$ cat src/rtl/stream_rsp_router.sv
// Routes an in-order shared response stream back to the requester that issued
// each request, using a FIFO of arbiter select indices captured at grant time.
module stream_rsp_router #(
    parameter int unsigned NUM_INPUTS = 4,
    parameter int unsigned DATAW      = 32,
    parameter int unsigned TAG_DEPTH  = 8,
    localparam int unsigned SEL_W     = (NUM_INPUTS > 1) ? $clog2(NUM_INPUTS) : 1,
    localparam int unsigned CNT_W     = $clog2(TAG_DEPTH + 1)
) (
    input  logic                        clk,
    input  logic                        reset,
    input  logic                        push_valid,
    input  logic [SEL_W-1:0]            push_sel,
    output logic                        push_ready,
    input  logic                        rsp_valid_in,
    input  logic [DATAW-1:0]            rsp_data_in,
    output logic                        rsp_ready_in,
    output logic [NUM_INPUTS-1:0]       rsp_valid_out,
    output logic [NUM_INPUTS*DATAW-1:0] rsp_data_out,
    input  logic [NUM_INPUTS-1:0]       rsp_ready_out,
    output logic [CNT_W-1:0]            pending,
    output logic                        sel_err
);

    localparam int unsigned AW    = $clog2(TAG_DEPTH);
    localparam int unsigned PTR_W = AW + 1;

    logic [PTR_W-1:0] wr_ptr_q, wr_ptr_d;
    logic [PTR_W-1:0] rd_ptr_q, rd_ptr_d;
    logic [CNT_W-1:0] pending_q, pending_d;
    logic             sel_err_q, sel_err_d;
    logic             out_valid_q, out_valid_d;
    logic [SEL_W-1:0] out_sel_q, out_sel_d;
    logic [DATAW-1:0] out_data_q, out_data_d;
    logic [SEL_W-1:0] tag_mem_q [TAG_DEPTH];

    logic             full, empty, push_fire, rsp_fire, out_drain, sel_ready;
    logic             head_in_range;
    logic [SEL_W-1:0] head;

    // Extra wrap bit distinguishes full from empty when the indices match.
    assign empty         = (wr_ptr_q == rd_ptr_q);
    assign full          = (wr_ptr_q[AW] != rd_ptr_q[AW]) && (wr_ptr_q[AW-1:0] == rd_ptr_q[AW-1:0]);
    assign head          = tag_mem_q[rd_ptr_q[AW-1:0]];
    assign head_in_range = 32'(head) < NUM_INPUTS;

    assign push_ready   = !full;
    assign push_fire    = push_valid && !full;
    assign out_drain    = out_valid_q && sel_ready;
    assign rsp_ready_in = !empty && (!out_valid_q || out_drain);
    assign rsp_fire     = rsp_valid_in && rsp_ready_in;

    assign pending      = pending_q;
    assign sel_err      = sel_err_q;
    assign rsp_data_out = {NUM_INPUTS{out_data_q}};

    // Lane decode of the held response and the ready of its target lane.
    always_comb begin
        sel_ready     = 1'b0;
        rsp_valid_out = '0;
        for (int i = 0; i < NUM_INPUTS; i++) begin
            if (out_sel_q == SEL_W'(i)) begin
                sel_ready        = rsp_ready_out[i];
                rsp_valid_out[i] = out_valid_q;
            end
        end
    end

    always_comb begin
        wr_ptr_d    = wr_ptr_q;
        rd_ptr_d    = rd_ptr_q;
        pending_d   = pending_q;
        sel_err_d   = sel_err_q;
        out_valid_d = out_valid_q;
        out_sel_d   = out_sel_q;
        out_data_d  = out_data_q;

        if (push_fire) begin
            wr_ptr_d = wr_ptr_q + PTR_W'(1);
        end

        // An out-of-range head is consumed but never presented to a lane.
        if (rsp_fire) begin
            rd_ptr_d    = rd_ptr_q + PTR_W'(1);
            out_sel_d   = head;
            out_data_d  = rsp_data_in;
            out_valid_d = head_in_range;
            if (!head_in_range) begin
                sel_err_d = 1'b1;
            end
        end else if (out_drain) begin
            out_valid_d = 1'b0;
        end

        if (push_fire && !rsp_fire) begin
            pending_d = pending_q + CNT_W'(1);
        end else if (!push_fire && rsp_fire) begin
            pending_d = pending_q - CNT_W'(1);
        end
    end

    always_ff @(posedge clk or negedge reset) begin
        if (!reset) begin
            wr_ptr_q    <= '0;
            rd_ptr_q    <= '0;
            pending_q   <= '0;
            sel_err_q   <= 1'b0;
            out_valid_q <= 1'b0;
            out_sel_q   <= '0;
            out_data_q  <= '0;
        end else begin
            wr_ptr_q    <= wr_ptr_d;
            rd_ptr_q    <= rd_ptr_d;
            pending_q   <= pending_d;
            sel_err_q   <= sel_err_d;
            out_valid_q <= out_valid_d;
            out_sel_q   <= out_sel_d;
            out_data_q  <= out_data_d;
        end
    end

    // Tag storage needs no reset: only entries between the pointers are read.
    always_ff @(posedge clk) begin
        if (push_fire) begin
            tag_mem_q[wr_ptr_q[AW-1:0]] <= push_sel;
        end
    end

endmodule

$ cat config.mk
export PLATFORM = sky130hd
export DESIGN_NAME = stream_rsp_router
export DESIGN_NICKNAME = d
export VERILOG_FILES = /design/src/rtl/stream_rsp_router.sv
export SDC_FILE = /design/constraint.sdc
export NUM_CORES = 1
export LEC_CHECK = 0
export ABC_AREA = 1
export CAP_MARGIN = 20
export CORE_MARGIN = 2
export CORE_UTILIZATION = 45
export CTS_BUF_LIST = sky130_fd_sc_hd__clkbuf_8 sky130_fd_sc_hd__clkbuf_16
export CTS_CLUSTER_DIAMETER = 30
export DETAILED_ROUTE_END_ITERATION = 8
export GPL_TIMING_DRIVEN = 0
export PLACE_DENSITY = 0.93
export SLEW_MARGIN = 20
export SYNTH_ARGS = -nofsm -noshare
export SYNTH_HDL_FRONTEND = slang
export SYNTH_SLANG_ARGS = --single-unit
$ cat constraint.sdc
create_clock -name clk -period 5.75 [get_ports clk]
set_input_delay 1.15 -clock clk [delete_from_list [all_inputs] [get_ports clk]]
set_output_delay 1.15 -clock clk [all_outputs]
set_load 0.005 [all_outputs]
# After elaboration in Yosys (flattened, before gate mapping)
# Memories as Yosys holds them, arrays and structs flattened. A register that Yosys moved wholly into a read port is not among the register bits.
# Index checks and enable logic that the tools add are counted.
[word_totals] register_bits=45 ramBits=16 inputBits=42 out_inout_bits=139 elab_cells=47 mem_count=1
[mem_list] memory="tag_mem_q" depth=8 word_bits=2 read_ports=1 rd_ports_with_merged_regs=1 wr=1 line="35" rtl="logic [SEL_W-1:0] tag_mem_q [TAG_DEPTH];"
[op_classes] addsub=4 n_eq_ne=6 n_mux=14 n_reduce_logical=17
[op_table] operator="adder 4 x 1 -> 4 bit, second input constant" n=3
[op_table] operator="2-to-1 mux 1 bit" n=12
[op_table] operator="2-to-1 mux 4 bit" n=2
[op_table] operator="logical AND 1 bit" n=7
[op_table] operator="zero test 1 bit" n=6
[op_table] operator="equality test 2 bit, second input constant" n=2
[op_table] operator="equality test 4 bit" n=1
[op_table] operator="nonzero test 2 bit" n=2
[op_table] operator="subtractor 4 x 1 -> 4 bit, second input constant" n=1
[op_table] operator="equality test 3 bit" n=1
[op_table] operator="equality test 2 x 1 -> 1 bit, second input constant" n=1
[op_table] operator="zero test 2 bit" n=1
[op_table] operator="logical OR 1 bit" n=1
[op_table] operator="inequality test 1 bit" n=1

# Longest topological paths before layout
[logic_depth] ltp_word=12 mapped_depth=18 mapped_depth_nobuf=17

# Worst setup path after synthesis
# No wires, ideal clock.
[synth_timing] path_type="input-to-reg" from="in rsp_ready_out[1]" to="reg pending_q[3] (netlist: pending[3])" setup_time_ns=0.116 t_arrival_ns=2.750 path_slack_ns=2.884 cell_stages=16 n_path_buf=1 cell_sequence="nand3_1 nand2_1 nor2_2 nor2_4 nand3_2 buf_4 ha_1 inv_1 ha_1 nand2_1 inv_1 o21ai_0 a21o_1 nand2_1 nand2_1 nand2_1"
[synth_via] elab_chain_len=10 word_cells_on_any_way=12
[synth_lines] element="start: declaration" line="20" rtl="input logic [NUM_INPUTS-1:0] rsp_ready_out,"
[synth_lines] element="2-to-1 mux 1 bit (*) (3 in a row)" line="62" rtl="if (out_sel_q == SEL_W'(i)) begin"
[synth_lines] element="logical AND 1 bit (*)" line="49" rtl="assign out_drain = out_valid_q && sel_ready;"
[synth_lines] element="logical OR 1 bit (*)" line="50" rtl="assign rsp_ready_in = !empty && (!out_valid_q || out_drain);"
[synth_lines] element="logical AND 1 bit (*)" line="50"
[synth_lines] element="logical AND 1 bit (*)" line="51" rtl="assign rsp_fire = rsp_valid_in && rsp_ready_in;"
[synth_lines] element="zero test 1 bit" line="95" rtl="if (push_fire && !rsp_fire) begin"
[synth_lines] element="logical AND 1 bit" line="95"
[synth_lines] element="2-to-1 mux 4 bit / nonzero test 2 bit (equally long branches)"
[synth_lines] element="end signal: assignment" line="114" rtl="pending_q <= pending_d;"
[synth_lines] element="end: declaration" line="30" rtl="logic [CNT_W-1:0] pending_q, pending_d;"
# Every way passes the cells marked *; elsewhere a longest branch is shown, timed or not.
# A chain may end at the register's enable or synchronous reset.

# Worst setup path in the final report
[layout_timing] from="in rsp_ready_out[1]" to="out rsp_ready_in"
[layout_via] elab_chain_len=6
[layout_lines] element="2-to-1 mux 1 bit (3 in a row)" line="62"
[layout_lines] element="logical AND 1 bit" line="49"
[layout_lines] element="logical OR 1 bit" line="50"
[layout_lines] element="logical AND 1 bit" line="50"
[layout_lines] element="end: declaration" line="17" rtl="output logic rsp_ready_in,"
# Every way passes these cells.

==> Flow_metrics.wiki <==
{| class="wikitable"
! Metric !! Value
|-
| Outcome || complete, no violations
|-
| H-tree levels || 3
|-
| Comb power frac || 66.5%
|-
| Total wirelength of the detailed-routed design || approximately 11,000 um
|-
| Post-DP HPWL || 8460 um
|-
| Register bit count reported by yosys || 63
|-
| Leakage Power || 0.00287 uW
|-
| Net switching power of the design || between 1000 and 1500 uW
|-
| Count of TritonRoute iterations in the first routing pass || 4
|-
| Num rows || 33
|-
| Largest net degree at the start of global routing || 27
|-
| Total power || 3620 uW
|-
| Min cycle time layout || 3880 ps
|-
| Clock transition time at the flip-flop clock pins of the worst setup and hold paths || about 70 ps
|-
| Placeable core region || around 8000 sq um
|-
| Final Hold Vio Count || 0
|-
| Io pins || 181
|-
| Launch instance of the worst register-to-register path || wr_ptr_q[0]$_DFFE_PN0P_
|-
| Number of buffer cells added on primary ports || 179
|-
| Max IR drop VDD || 0.000312 V
|-
| Sequential Area || 1660 sq um
|-
| Total of fill cells in the finished design || 563
|-
| Synth cell types || 29
|-
| Switching Fraction || 36.3%
|-
| Setup repair after global routing missed its margin || no
|-
| GRT Total Usage || 22.7%
|-
| Pint || between 2000 and 2500 uW
|-
| Pwr per Cell Area || 611 nW/um^2
|-
| Req. time, crit path || around 4600 ps
|-
| Worst Tran Pin Value || just over 500 ps
|-
| Synth warn || 0
|-
| Setup TNS || 0 ps
|-
| Wire length of the first global-routing pass || 16,200 um
|-
| Final worst path period share || 67.6%
|-
| Post-CTS setup-driven buffer insertion count || 0
|-
| Setup crit end || rsp_ready_in
|-
| Post-Synthesis Net Count || 498
|-
| Final setup vio count || 0
|-
| Clock Path Buffers || 2
|-
| Clock root buffer master || sky130_fd_sc_hd__clkbuf_8
|-
| Fraction of layout cells with a size suffix above 1 || between 20% and 30%
|-
| Final Instance Count excl. Fillers || 750
|-
| Number of antenna violations at the first check in global routing || 0
|-
| Type of the worst min-delay path || flop to flop
|-
| Max frequency || between 0.2 and 0.3 GHz
|-
| Placed standard-cell area || 5750 sq um
|-
| Resize count post-CTS || 0
|-
| Post-synthesis sequential area ratio || 43.5%
|-
| Number of instances in the synthesized netlist || 450
|-
| Antenna diodes || 0
|-
| Relative contribution of the clock network to total power || 9.7%
|-
| Effective utilization at floorplan || between 40 and 50%
|-
| Kind of launch point of the worst setup path || primary input
|-
| Average via count per standard cell || 4.77
|-
| Most common library cell in the layout ignoring fill and taps || sky130_fd_sc_hd__clkdlybuf4s50_1
|-
| Reg2reg setup slack || 3010 ps
|-
| Leftover overflow at the end of global routing || 0
|-
| Total vias in the final route || 3,578
|-
| Max-Slew Margin vs Limit || 66.2%
|-
| Die Area || slightly above 9000 sq um
|-
| Mean instance size in the synthesized netlist || 8.46 sq um
|-
| Chip height || 96 um
|-
| Commonest cells after routing, fill and taps aside || sky130_fd_sc_hd__clkdlybuf4s50_1 (178), sky130_fd_sc_hd__nand2_1 (136), sky130_fd_sc_hd__buf_4 (102)
|-
| Synth-to-layout area growth || 55.7%
|-
| Remaining number of nets flagged by the antenna check after routing || 0
|-
| Final Cell Area || 5930 sq um
|-
| Hold-fix buffer count after cts || 0
|-
| # placed instances || between 700 and 800
|-
| Largest driver fanout on the critical path || 3
|-
| Worst hold stages || 2
|-
| Die Span X || 96 um
|-
| Sort of element at the end of the critical path || primary output
|-
| Num CTS Buffers || 9
|-
| Largest clock skew in the final design || approximately 9.8 ps
|-
| Final weighted congestion in routability-driven placement || 0.825
|-
| Part of the power in registers || 23.8%
|-
| Reported max-cap violation count || 0
|-
| Remaining DRCs || 0
|-
| Iteration-0 DRC count of the detailed router || around 260
|-
| Area taken by multi-input logic gates || 1200 sq um
|-
| Clock latency reported for the late side of the worst-skew pair || 340 ps
|-
| R2R depth || 16
|-
| Final-report max-slew violation count || 0
|-
| Data arrival time of the critical path || 2730 ps
|-
| CTS sink cnt || 63
|-
| Synthesized cell area || 3810 sq um
|-
| TritonCTS clock tree || built
|-
| Crit path launch || rsp_ready_out[1]
|-
| Vias in the first global route || 3,294
|-
| Crit Path Class || primary input to primary output
|-
| Routed wire per std cell || ~14 um
|-
| Final #Nets || 689
|-
| Worst flop-to-flop path endpoint || pending[3]$_DFFE_PN0P_
|}
power groups by stage:
stage          logic (uW)  registers, uW  clock network [uW]
2_1_floorplan        1230            824                   0
3_3_place_gp         2310            853                   0
3_5_place_dp         2410            867                   0
4_1_cts              2420            861                 360
5_1_grt              2630            888                 381
6_report             2410            861                 351
layer usage:
metal	GRT usage [%]	share of wire (%)	vias to the layer above	wire length, um
met2	41.9	55	147	5950
li1	-	-	1724	-
met3	6.58	7.1	16	764
met1	25.6	36	1691	3920
met5	0	0	-	0
met4	5.71	1.5	0	157
kinds of logic after synthesis:
logic type | Yosys count | synth area share (%)
AOI/OAI and AO/OA | 5 | 0.723
xor gates and xnor gates | 13 | 2.99
adders and majority gates | 6 | 2.17
buffers and inverters | 146 | 25.0
DFF | 63 | 43.5
other | 1 | 0.0985
and+or+nand+nor | 216 | 25.6
sequential cells by signal (all words and copies together), names as in the netlist:
register     cells
tag_mem_q       16
out_sel_q        2
wr_ptr_q         4
out_data_q      32
rd_ptr_q         4
pending          4
out_valid_q      1
area by class of cell:
class / instances / share of cell area, %
plain buffers: 118 / 14.3
clock buffers: 12 / 2.79
clock inverters: 3 / 0.274
inverters: 28 / 1.77
multi-input cells: 241 / 20.3
flip-flops and latches: 63 / 27.9
well taps: 105 / 2.22
repair buffers: 180 / 30.5
worst max-delay path, stage by stage:
cell and delay, ps:
sky130_fd_sc_hd__clkdlybuf4s50_1 450, sky130_fd_sc_hd__nand3_1 70, sky130_fd_sc_hd__nand2_1 120, sky130_fd_sc_hd__o21ai_0 120, sky130_fd_sc_hd__nor2_1 220, sky130_fd_sc_hd__clkdlybuf4s50_1 610
synth_stat cells (all sizes together):
cell type | n | area share [%]
xor2 | 5 | 1.1
nand2 | 138 | 14
nor2 | 16 | 1.9
fa | 1 | 0.53
a21o | 1 | 0.20
nand3b | 1 | 0.20
o21ai | 3 | 0.39
buf | 113 | 22
dfrtp | 47 | 31
xnor2 | 8 | 1.8
nor3 | 4 | 0.66
clkinv | 1 | 0.098
inv | 27 | 2.7
ha | 5 | 1.6
a21oi | 1 | 0.13
nand4 | 36 | 5.9
clkbuf | 5 | 0.49
conb | 1 | 0.098
edfxtp | 16 | 13
nand3 | 21 | 3.0
worst min path at each step:
stage,end,from
final,pending[3]$_DFFE_PN0P_,pending[3]$_DFFE_PN0P_
after global routing,pending[3]$_DFFE_PN0P_,pending[3]$_DFFE_PN0P_
after CTS,pending[3]$_DFFE_PN0P_,pending[3]$_DFFE_PN0P_
after detailed placement,pending[3]$_DFFE_PN0P_,pending[3]$_DFFE_PN0P_
after global placement,pending[2]$_DFFE_PN0P_,pending[2]$_DFFE_PN0P_
after floorplan,pending[2]$_DFFE_PN0P_,pending[2]$_DFFE_PN0P_
per-stage QoR:
step / setup slack, ps / utilization, % / hold slack, ps
2_1_floorplan: 2880 / - / 500
3_3_place_gp: 1970 / 69.8 / 503
3_5_place_dp: 1910 / 69.9 / 510
4_1_cts: 1860 / 72.1 / 525
5_1_grt: 1720 / 72.1 / 558
6_report: 1870 / 72.1 / 525
(Power assumes the default switching activity.)
